===== config.mk =====
export PLATFORM = sky130hd
export DESIGN_NAME = stopwatch_ctrl_flat
export DESIGN_NICKNAME = d
export VERILOG_FILES = /design/src/rtl/stopwatch_ctrl_if.sv /design/src/rtl/stopwatch_ctrl.sv /design/src/flat_wrapper.sv
export SDC_FILE = /design/constraint.sdc
export NUM_CORES = 1
export LEC_CHECK = 0
export ABC_AREA = 1
export ABC_CLOCK_PERIOD_IN_PS = 860
export BUFFER_PORTS_ARGS = -buffer_cell sky130_fd_sc_hd__buf_2
export CELL_PAD_IN_SITES_DETAIL_PLACEMENT = 0
export CELL_PAD_IN_SITES_GLOBAL_PLACEMENT = 1
export CORE_ASPECT_RATIO = 1.5
export CORE_MARGIN = 3
export CORE_UTILIZATION = 30
export DETAILED_ROUTE_END_ITERATION = 8
export PLACE_DENSITY = 0.8
export SYNTH_ARGS = -nofsm -noshare
export SYNTH_HDL_FRONTEND = slang
export SYNTH_SLANG_ARGS = --single-unit
export TNS_END_PERCENT = 20

===== constraint.sdc =====
create_clock -name clk -period 0.86 [get_ports clk]
set_input_delay 0.043 -clock clk [delete_from_list [all_inputs] [get_ports clk]]
set_output_delay 0.043 -clock clk [all_outputs]
set_load 0.02 [all_outputs]

===== src/rtl/stopwatch_ctrl_if.sv =====
// Signal bundle between stopwatch_ctrl and its neighbours (clkdiv, debounce, counter, 7-seg driver).
// master = the controller side; slave = the environment driving ticks/buttons and consuming strobes.
interface stopwatch_ctrl_if;
  logic       tick_1hz;
  logic       tick_adj;
  logic       btn_pause;
  logic       adj_sw;
  logic [1:0] sel;
  logic [3:0] num;
  logic       inc;
  logic       load;
  logic [1:0] load_sel;
  logic [3:0] load_val;
  logic       running;
  logic [3:0] blank;
  logic [1:0] state;

  modport master (
    input  tick_1hz, tick_adj, btn_pause, adj_sw, sel, num,
    output inc, load, load_sel, load_val, running, blank, state
  );

  modport slave (
    output tick_1hz, tick_adj, btn_pause, adj_sw, sel, num,
    input  inc, load, load_sel, load_val, running, blank, state
  );
endinterface


===== src/rtl/stopwatch_ctrl.sv =====
// Stopwatch mode FSM: IDLE/RUN/PAUSE/ADJUST, one-cycle inc/load strobes, run flag, adjust blink mask.
// Optional load_val clamping to legal digit ranges with `define STOPWATCH_CTRL_CLAMP_EN.
module stopwatch_ctrl #(
  parameter int DIGIT_MAX = 9,
  parameter int TENS_MAX  = 5,
  parameter int BLINK_DIV = 2
) (
  input  logic              clk,
  input  logic              rst,
  stopwatch_ctrl_if.master  bus
);

  typedef enum logic [1:0] {
    IDLE   = 2'd0,
    RUN    = 2'd1,
    PAUSE  = 2'd2,
    ADJUST = 2'd3
  } state_t;

`ifdef STOPWATCH_CTRL_CLAMP_EN
  localparam bit CLAMP_EN = 1'b1;
`else
  localparam bit CLAMP_EN = 1'b0;
`endif

  localparam logic [3:0] ONES_LIM   = 4'(DIGIT_MAX);
  localparam logic [3:0] TENS_LIM   = 4'(TENS_MAX);
  localparam logic [3:0] BLINK_LAST = 4'(BLINK_DIV - 1);

  state_t     st;
  logic       btn_q;
  logic       inc_q;
  logic       load_q;
  logic [1:0] lsel_q;
  logic [3:0] lval_q;
  logic       run_q;
  logic [3:0] blank_q;
  logic       phase;
  logic [3:0] bcnt;

  logic       press;
  logic [3:0] sel_mask;
  logic [3:0] num_fix;

  function automatic logic [3:0] clamp_val(input logic [1:0] s, input logic [3:0] n);
    logic [3:0] lim;
    lim = s[0] ? TENS_LIM : ONES_LIM;
    return (n > lim) ? lim : n;
  endfunction

  assign press    = bus.btn_pause & ~btn_q;
  assign sel_mask = 4'b0001 << bus.sel;
  assign num_fix  = CLAMP_EN ? clamp_val(bus.sel, bus.num) : bus.num;

  always_ff @(posedge clk) begin
    if (rst) begin
      st      <= IDLE;
      btn_q   <= 1'b1;
      inc_q   <= 1'b0;
      load_q  <= 1'b0;
      lsel_q  <= 2'd0;
      lval_q  <= 4'd0;
      run_q   <= 1'b0;
      blank_q <= 4'd0;
      phase   <= 1'b0;
      bcnt    <= 4'd0;
    end else begin
      btn_q  <= bus.btn_pause;
      // Strobes use the state before this cycle's transition.
      inc_q  <= bus.tick_1hz && (st == RUN);
      load_q <= bus.tick_adj && (st == ADJUST);
      if (bus.tick_adj && (st == ADJUST)) begin
        lsel_q <= bus.sel;
        lval_q <= num_fix;
      end

      if (bus.adj_sw) begin
        st    <= ADJUST;
        run_q <= 1'b0;
        if ((st == ADJUST) && bus.tick_adj) begin
          if (bcnt == BLINK_LAST) begin
            bcnt    <= 4'd0;
            phase   <= ~phase;
            blank_q <= phase ? 4'd0 : sel_mask;
          end else begin
            bcnt    <= bcnt + 4'd1;
            blank_q <= phase ? sel_mask : 4'd0;
          end
        end else begin
          blank_q <= phase ? sel_mask : 4'd0;
        end
      end else begin
        phase   <= 1'b0;
        bcnt    <= 4'd0;
        blank_q <= 4'd0;
        case (st)
          IDLE: begin
            run_q <= press;
            if (press) st <= RUN;
          end
          RUN: begin
            run_q <= ~press;
            if (press) st <= PAUSE;
          end
          PAUSE: begin
            run_q <= press;
            if (press) st <= RUN;
          end
          default: begin
            // Leaving adjust always parks in PAUSE; the user resumes explicitly.
            run_q <= 1'b0;
            st    <= PAUSE;
          end
        endcase
      end
    end
  end

  assign bus.inc      = inc_q;
  assign bus.load     = load_q;
  assign bus.load_sel = lsel_q;
  assign bus.load_val = lval_q;
  assign bus.running  = run_q;
  assign bus.blank    = blank_q;
  assign bus.state    = st;

endmodule


===== src/flat_wrapper.sv =====
// flat-port wrapper written by rule: the top's interface ports become plain ports
module stopwatch_ctrl_flat 
#(
  parameter int DIGIT_MAX = 9,
  parameter int TENS_MAX  = 5,
  parameter int BLINK_DIV = 2
)
  (clk, rst, bus_tick_1hz, bus_tick_adj, bus_btn_pause, bus_adj_sw, bus_sel, bus_num, bus_inc, bus_load, bus_load_sel, bus_load_val, bus_running, bus_blank, bus_state);
  stopwatch_ctrl_if bus_i ();
  input  logic clk;
  input  logic rst;
  input wire logic [$bits(bus_i.tick_1hz)-1:0] bus_tick_1hz;
  input wire logic [$bits(bus_i.tick_adj)-1:0] bus_tick_adj;
  input wire logic [$bits(bus_i.btn_pause)-1:0] bus_btn_pause;
  input wire logic [$bits(bus_i.adj_sw)-1:0] bus_adj_sw;
  input wire logic [$bits(bus_i.sel)-1:0] bus_sel;
  input wire logic [$bits(bus_i.num)-1:0] bus_num;
  output wire logic [$bits(bus_i.inc)-1:0] bus_inc;
  output wire logic [$bits(bus_i.load)-1:0] bus_load;
  output wire logic [$bits(bus_i.load_sel)-1:0] bus_load_sel;
  output wire logic [$bits(bus_i.load_val)-1:0] bus_load_val;
  output wire logic [$bits(bus_i.running)-1:0] bus_running;
  output wire logic [$bits(bus_i.blank)-1:0] bus_blank;
  output wire logic [$bits(bus_i.state)-1:0] bus_state;
  assign bus_i.tick_1hz = bus_tick_1hz;
  assign bus_i.tick_adj = bus_tick_adj;
  assign bus_i.btn_pause = bus_btn_pause;
  assign bus_i.adj_sw = bus_adj_sw;
  assign bus_i.sel = bus_sel;
  assign bus_i.num = bus_num;
  assign bus_inc = bus_i.inc;
  assign bus_load = bus_i.load;
  assign bus_load_sel = bus_i.load_sel;
  assign bus_load_val = bus_i.load_val;
  assign bus_running = bus_i.running;
  assign bus_blank = bus_i.blank;
  assign bus_state = bus_i.state;
  stopwatch_ctrl #(.DIGIT_MAX(DIGIT_MAX), .TENS_MAX(TENS_MAX), .BLINK_DIV(BLINK_DIV)) u_core (.clk(clk), .rst(rst), .bus(bus_i));
endmodule

==> results.md, run 1 <==
- DR pass1 iterations: 4
- Final slew viol count: 0
- WP data required: 1110 ps
- Post-route ant nets: 0
- Final setup violation count: 20
- Share of layout cells above drive strength 1: 46.7%
- Clock Latency Late Sink: 310 ps
- Slew margin rel.: 84.0%
- N_diodes: 0
- GPL Wtd Cong: 0.788
- H-tree Lvls: 1
- GRT overflow: 0
- Final worst slack: -162 ps
- Clock Skews: 11.6 ps
- Design Power: 1800 uW
- CTS tree: yes
- Gr usage total: 13.0%
- Setup crit end kind: register
- Worst-path clk slew: 120 ps
- Cells after Synth: 100
- Clock buffer depth: 2
- Max Cap Viol: 0
- First-pass GRT wire length: 2970 um
- Sequential share of the synthesized area: 54.1%
- Critical-path cell list: inv_4 -> nor2_4 -> buf_4 -> o21ai_1 -> a21oi_1
- Final nets: 163
- Initial DRC count: 12
- Status: complete, but fails checks
- Ys Warns: 0
- Crit-path max cell delay: 390 ps
- Initial Util: 31.7%
- Slew at the pin with the worst max-slew slack: 240 ps
- # DRC: 0
- Slowest cell on crit path: dfxtp_4
- Clock sink count: 21
- FF+latch area: 440 um^2
- Avg Cell Area, Syn: 7.77 um^2
- Fin crit period: 1020 ps
- Netlist Area Pre-Place: 777 um^2
- Num rows: 22
- Post-Layout Inst Area: 1260 um^2
- Violated checks: setup timing
- Seq cells post-synth: 21
- CTS buffer count: 3
- Synth Net Count: 112
- Fillers: 233
- Initial antenna violation count: 0
- Largest net degree at the start of global routing: 13
- Critical Path Fanout Max: 10
- Post-Route WL: 1840 um
- Chip height: 68.3 um
- Post-Place Cell Area: 1020 um^2
- CTS Root Cell: clkbuf_4
- Critical Path Start Type: register
- Synth cell types: 19
- Layout area overhead: 62.6%
- Leak pwr: 0.000588 uW
- Worst slack at placement: -145 ps
- Vias per Instance: 4.45
- RSZ-0062 raised after global routing: true
- Fin util: 51.6%
- Area of the multi-input gates: 327 um^2
- Final worst path period share: 119%
- Fmax: 979 MHz
- HPWL after DPL: 1270 um
- I/O pin count: 27
- Hold WS: 13.8 ps
- Max IR drop VDD: 1020 uV
- Hold Path Class: in2reg
- Chip width: 47.6 um
- Critical path type: reg2reg
- I/O Buffers: 26
- PwrDens: 1420 nW/um^2
- Vias in the first global route: 736
- Arr. time, crit path: 1270 ps
- Wire per inst: 10.6 um
- Final hold vios: 0
- Die area: 3250 um^2
- Core box area: 2450 um^2
- Vias: 775
-- routing by layer --
metal	global-route usage (%)	up-vias	routed length, um
li1	-	413	-
met1	14.9	338	724
met2	21.1	19	980
met3	2.89	5	83
met4	8.08	0	57
met5	0	-	0
-- timing repair --
item,in CTS,in global routing
setup endpoints to repair,26,32
endpoints found under the hold margin,10,0
hold buffers,9,0
resized for setup,17,25
pin swaps,4,7
buffers inserted,1,1
-- worst paths after layout --
| path | startpoint | slack (ps) | cells past startpoint | endpoint |
|---|---|---|---|---|
| setup / recovery | u_core.bus.state[1] | -160 | 5 | u_core.bus.load_sel[1] |
| hold / removal | bus_adj_sw | 10 | 3 | u_core.bus.state[1] |
| setup reg to reg | u_core.bus.state[1] | -160 | 5 | u_core.bus.load_sel[1] |
| hold reg to reg | u_core.bus.load_val[0] | 480 | 2 | u_core.bus.load_val[0] |
-- through the flow --
step                TNS, ps  cells
finish                -2410    174
global route          -4050    174
detailed placement    -1650    159
global placement      -1160    159
CTS                   -2330    173
floorplan              -800    100
-- cell families after synthesis --
kind of cell / count (synthesis) / share of synthesized area (%)
DFF: 21 / 54.1
AOI/OAI and AO/OA: 14 / 9.50
and+or+nand+nor: 50 / 28.0
buffers and inverters: 15 / 8.37
-- area by class of cell --
class	instances	area share, %
Tap cell	24	2.38
Inverter	13	4.06
Timing Repair Buffer	48	30.7
Clock buffer	3	1.78
Sequential cell	21	34.9
Clock inverter	1	0.396
Multi-Input combinational cell	64	25.8
-- critical path: cells and delay by family (launching register included) --
kind	cells	cell delay (ps)
DFF	1	390
buffers and inverters	2	230
AOI/OAI and AO/OA	2	180
and+or+nand+nor	1	150
-- registers in the layout (all words and copies together), names as in the netlist --
register / cells
u_core.bcnt: 4
u_core.btn_q: 1
u_core.bus.blank: 4
u_core.bus.inc: 1
u_core.bus.load: 1
u_core.bus.load_sel: 2
u_core.bus.load_val: 4
u_core.bus.running: 1
u_core.bus.state: 2
u_core.phase: 1
-- synth_stat cells --
| library cell | count | area [um^2] |
|---|---|---|
| a21oi_1 | 7 | 35.0 |
| a31oi_1 | 1 | 6.26 |
| buf_2 | 1 | 5.00 |
| buf_6 | 1 | 11.3 |
| dfxtp_1 | 21 | 420 |
| inv_1 | 9 | 33.8 |
| inv_2 | 4 | 15.0 |
| nand2_1 | 24 | 90.1 |
| nand2_2 | 2 | 12.5 |
| nand3_1 | 3 | 15.0 |
| nand3_2 | 1 | 10.0 |
| nand4_1 | 1 | 6.26 |
| nor2_1 | 16 | 60.1 |
| nor2_2 | 1 | 6.26 |
| nor2_4 | 1 | 11.3 |
| o21ai_0 | 2 | 10.0 |
| o21ai_1 | 3 | 15.0 |
| o31ai_1 | 1 | 7.51 |
| or2_2 | 1 | 6.26 |
-- cells in the final DEF, fill, tap and decap left out, drive strengths merged, types with 3 or more instances in the layout --
| cell type | n |
|---|---|
| dfxtp | 21 |
| a21oi | 7 |
| nand3 | 4 |
| inv | 13 |
| nand2 | 26 |
| clkbuf | 3 |
| buf | 39 |
| dlygate4sd3 | 9 |
| o21ai | 5 |
| nor2 | 18 |
-- report_power, final --
group | internal, uW | total (uW) | switching [uW] | leakage, uW
Combinational | 157 | 295 | 137 | 0.000394
Sequential | 1000 | 1020 | 23.2 | 0.000176
Clock | 174 | 479 | 305 | 0.0000177
Total | 1330 | 1800 | 466 | 0.000588
(Power assumes the default switching activity.)
==> run 2: changes to the inputs <==
==> constraint.sdc (replaced) <==
create_clock -name clk -period 0.86 [get_ports clk]
set_input_delay 0 -clock clk [delete_from_list [all_inputs] [get_ports clk]]
set_output_delay 0 -clock clk [all_outputs]
set_load 0.02 [all_outputs]
==> results.md, run 2 (same netlist as run 1, synthesis figures left out) <==
- Slew at the pin with the worst max-slew slack: 191 ps
- Final setup violation count: 20
- GPL Wtd Cong: 0.788
- # DRC: 0
- Gr usage total: 12.7%
- Fin crit period: 1030 ps
- Net Sw Power: 461 uW
- Clock buffer depth: 2
- H-tree Lvls: 1
- Initial Util: 31.7%
- Status: complete, but fails checks
- Commonest non-fill, non-tap cell in the layout: nand2_1
- Share of layout cells above drive strength 1: 43.7%
- Initial antenna violation count: 0
- I/O pin count: 27
- I/O Buffers: 26
- Final worst slack: -168 ps
- Worst setup path start: u_core.bus.state[1]
- Final nets: 164
- Final worst path period share: 120%
- GRT overflow: 0
- Sw Share: 25.9%
- Post-Route WL: 1850 um
- Largest net degree at the start of global routing: 13
- Leak pwr: 0.000586 uW
- Fmax: 973 MHz
- HPWL after DPL: 1270 um
- Comb pwr share: 16.3%
- RSZ-0062 raised after global routing: true
- CTS Root Cell: clkbuf_4
- PwrDens: 1450 nW/um^2
- Slew margin rel.: 87.1%
- Initial DRC count: 9
- CTS buffer count: 3
- Wire per inst: 10.6 um
- Most frequent cells in the layout: 23 x nand2_1, 20 x buf_2, 16 x buf_4
- Internal cell power: 1320 uW
- Vias: 778
- Violated checks: setup timing
- Hold WS: 18.9 ps
- Worst hold start: rst
- Critical path type: reg2out
- Sequential power share: 57.0%
- Final slew viol count: 0
- Critical Path Start Type: register
- Num rows: 22
- Chip height: 68.3 um
- Chip width: 47.6 um
- First-pass GRT wire length: 2880 um
- Vias in the first global route: 717
- Arr. time, crit path: 1030 ps
- Core box area: 2450 um^2
- Fillers: 229
- WP data required: 860 ps
- Die area: 3250 um^2
- CTS tree: yes
- FF+latch area: 435 um^2
- Clock sink count: 21
- Worst-path clk slew: 120 ps
- Setup tns final: -2330 ps
- Clock Latency Late Sink: 310 ps
- Layout area overhead: 58.6%
- Critical Path Fanout Max: 2
- Area of the multi-input gates: 334 um^2
- N_diodes: 0
- DR pass1 iterations: 4
- Design Power: 1780 uW
- Setup crit end kind: primary output
- Max Cap Viol: 0
- Max IR drop VDD: 1020 uV
- Hold Path Class: in2reg
- Clock Skews: 12.3 ps
- Post-route ant nets: 0
- Final hold vios: 0
- Crit Reg-Reg Startpoint: u_core.bus.state[1]
- Power share of the clock group: 26.6%
- Vias per Instance: 4.45
-- run 2: final cells by class --
| type | instances | area share (%) |
|---|---|---|
| inverters | 13 | 4.16 |
| flip-flops and latches | 21 | 35.3 |
| clock buffers | 3 | 1.83 |
| repair buffers | 49 | 28.7 |
| multi-input cells | 64 | 27.1 |
| well taps | 24 | 2.44 |
| clock inverters | 1 | 0.406 |
-- run 2: timing repair --
item                                   in CTS  in global routing
pin swaps                                   4                  6
hold buffers                               10                  0
buffers inserted                            1                  1
endpoints found under the hold margin      16                  0
setup endpoints to repair                  20                 26
resized for setup                          10                 15
-- run 2: final timing paths --
check | slack, ps | end | cells past startpoint
max | -170 | bus_state[1] | 3
min | 20 | u_core.bus.state[0] | 4
max reg2reg | -140 | u_core.bcnt[2] | 5
min reg2reg | 470 | u_core.bus.load_val[3] | 2
-- run 2: power by group through the flow --
stage / sequential [uW] / clock (uW) / combinational, uW
final: 1020 / 474 / 291
after global routing: 1020 / 541 / 321
after CTS: 1020 / 496 / 270
after detailed placement: 1050 / 0 / 211
after global placement: 1040 / 0 / 210
after floorplan: 1080 / 0 / 84.9
-- run 2: worst max-delay path, stage by stage (launching register included) --
cell     delay [ps]
dfxtp_4         380
buf_6           120
buf_6           110
buf_6           120
-- run 2: metal layers --
metal | track usage (%) | wire [um]
met3 | 2.89 | 69
met5 | 0 | 0
met4 | 8.75 | 43
met2 | 20.3 | 997
met1 | 14.4 | 742
-- run 2: per-stage QoR --
stage	util, %	instances	cell area, um^2	setup WS [ps]
floorplan	-	100	792	-98.1
global placement	41.6	159	1020	-99.7
detailed placement	41.6	159	1020	-145
CTS	48.3	174	1180	-149
global route	50.3	175	1230	-227
finish	50.3	175	1230	-168
==> run 3: changes to the inputs <==
CELL_PAD_IN_SITES_DETAIL_PLACEMENT = unset   (was 0)
CELL_PAD_IN_SITES_GLOBAL_PLACEMENT = unset   (was 1)
CORE_ASPECT_RATIO = unset   (was 1.5)
CORE_UTILIZATION = 42   (was 30)
==> results.md, run 3 (same netlist as run 1, synthesis figures left out) <==
- Status: complete, but fails checks
- Violated checks: setup timing
- Commonest non-fill, non-tap cell in the layout: nand2_1
- Post-route ant nets: 0
- Post-Place Cell Area: 1010 um^2
- Worst slack at placement: -130 ps
- Internal cell power: 1340 uW
- CTS buffer count: 3
- Final hold vios: 0
- CP bufs+invs: 0
- Comb pwr share: 17.0%
- Final nets: 162
- Initial Util: 47.7%
- Num rows: 14
- Slowest cell on crit path: dfxtp_4
- Clock Latency Late Sink: 290 ps
- Worst-path clk slew: 110 ps
- Critical path type: reg2reg
- Vias in the first global route: 775
- PwrDens: 1460 nW/um^2
- Power share of the clock group: 25.6%
- Vias: 842
- Gr usage total: 16.5%
- Max IR drop VDD: 1160 uV
- Post-Layout Inst Area: 1220 um^2
- H-tree Lvls: 1
- HPWL after DPL: 1330 um
- Final slew viol count: 0
- I/O pin count: 27
- # DRC: 0
- WP data required: 1060 ps
- Fin crit period: 1030 ps
- Most frequent CP cell: nand2_1
- Fmax: 974 MHz
- R2r worst-path depth: 7
- Most frequent cells in the layout: 23 x nand2_1, 21 x buf_2, 18 x dfxtp_1
- Vias per Instance: 4.87
- Final worst slack: -167 ps
- Clock buffer depth: 2
- Core box area: 1630 um^2
- Max Cap Viol: 0
- Critical Path Start Type: register
- I/O Buffers: 26
- GPL Wtd Cong: 0.716
- Design Power: 1780 uW
- Top delay family on crit path: simple AND/OR/NAND/NOR gates
- Die area: 2400 um^2
- N_diodes: 0
- Final worst path period share: 119%
- RSZ-0062 raised after global routing: true
- DR pass1 iterations: 5
- Slew at the pin with the worst max-slew slack: 184 ps
- Hold Path Class: in2reg
- Sw Share: 25.0%
- Post-Route WL: 1990 um
- Chip width: 49.0 um
- Final setup violation count: 20
- Initial DRC count: 27
- Reg2Reg Setup Slack: -170 ps
- Clock sink count: 21
- First-pass GRT wire length: 3150 um
- Share of layout cells above drive strength 1: 42.3%
- Clock Skews: 5.51 ps
- Layout area overhead: 56.7%
- Critical Path Fanout Max: 5
- Chip height: 49.0 um
- GRT overflow: 0
- Arr. time, crit path: 1230 ps
- Sequential power share: 57.4%
- Critical path depth: 7
- Crit-path max cell delay: 370 ps
- Largest net degree at the start of global routing: 12
- Setup crit end kind: register
- CTS tree: yes
- Critical-path cell list: nand2_4 -> nor2_4 -> nand2_2 -> nor2_2 -> nand2_1 -> nand2_1 -> nor2_1
- Wire per inst: 11.5 um
- Hold path depth: 3
- Leak pwr: 0.000573 uW
- Net Sw Power: 446 uW
- Initial antenna violation count: 0
- CTS Root Cell: clkbuf_4
- Slew margin rel.: 87.7%
[run 3: path summary, 6_finish.rpt]
check,startpoint,endpoint
worst min-delay path,rst,u_core.bus.load_val[1]
worst min register to register,u_core.bus.load_val[3],u_core.bus.load_val[3]
worst max register to register,u_core.bus.state[0],u_core.bcnt[3]
worst max-delay path,u_core.bus.state[0],u_core.bcnt[3]
[run 3: layout make-up]
type | count | area, um^2
sequential | 21 | 429
tap | 24 | 30.0
clock buffer | 4 | 26.3
fill | 114 | 412
timing repair buffer | 47 | 345
inverter | 13 | 51.3
multi-input combinational | 64 | 335
[run 3: worst reg2reg max path, delay by kind of cell, from the launching register on]
kind,cells,cell delay (ps)
flip-flops,1,370
AND/OR/NAND/NOR,7,560
[run 3: power by group through the flow]
stage	Combinational, uW	Sequential (uW)	Clock, uW
floorplan	84.9	1080	0
global placement	207	1040	0
detailed placement	212	1050	0
CTS	260	1020	471
global route	329	1030	523
finish	303	1020	456
[run 3: routing by layer]
metal	global-route usage (%)	vias up	share of wire [%]
li1	-	406	-
met1	17.8	385	39
met2	29.9	37	49
met3	3.98	14	6.2
met4	8.06	0	5.3
met5	0	-	0
[run 3: repair_timing]
| item | in CTS | in global routing |
|---|---|---|
| buffers inserted | 1 | 1 |
| endpoints found under the setup margin | 19 | 23 |
| endpoints found under the hold margin | 15 | 0 |
| hold buffers | 9 | 0 |
| pin swaps | 1 | 3 |
| gates resized for setup | 5 | 18 |
[run 3: through the flow]
stage | utilization (%) | hold slack, ps | TNS [ps] | std cells
floorplan | - | 72.4 | -800 | 100
global placement | 62.1 | 192 | -1080 | 158
detailed placement | 62.1 | 185 | -1680 | 158
CTS | 70.3 | 11.6 | -2070 | 172
global route | 74.7 | 5.84 | -3830 | 173
finish | 74.7 | 11.3 | -2420 | 173
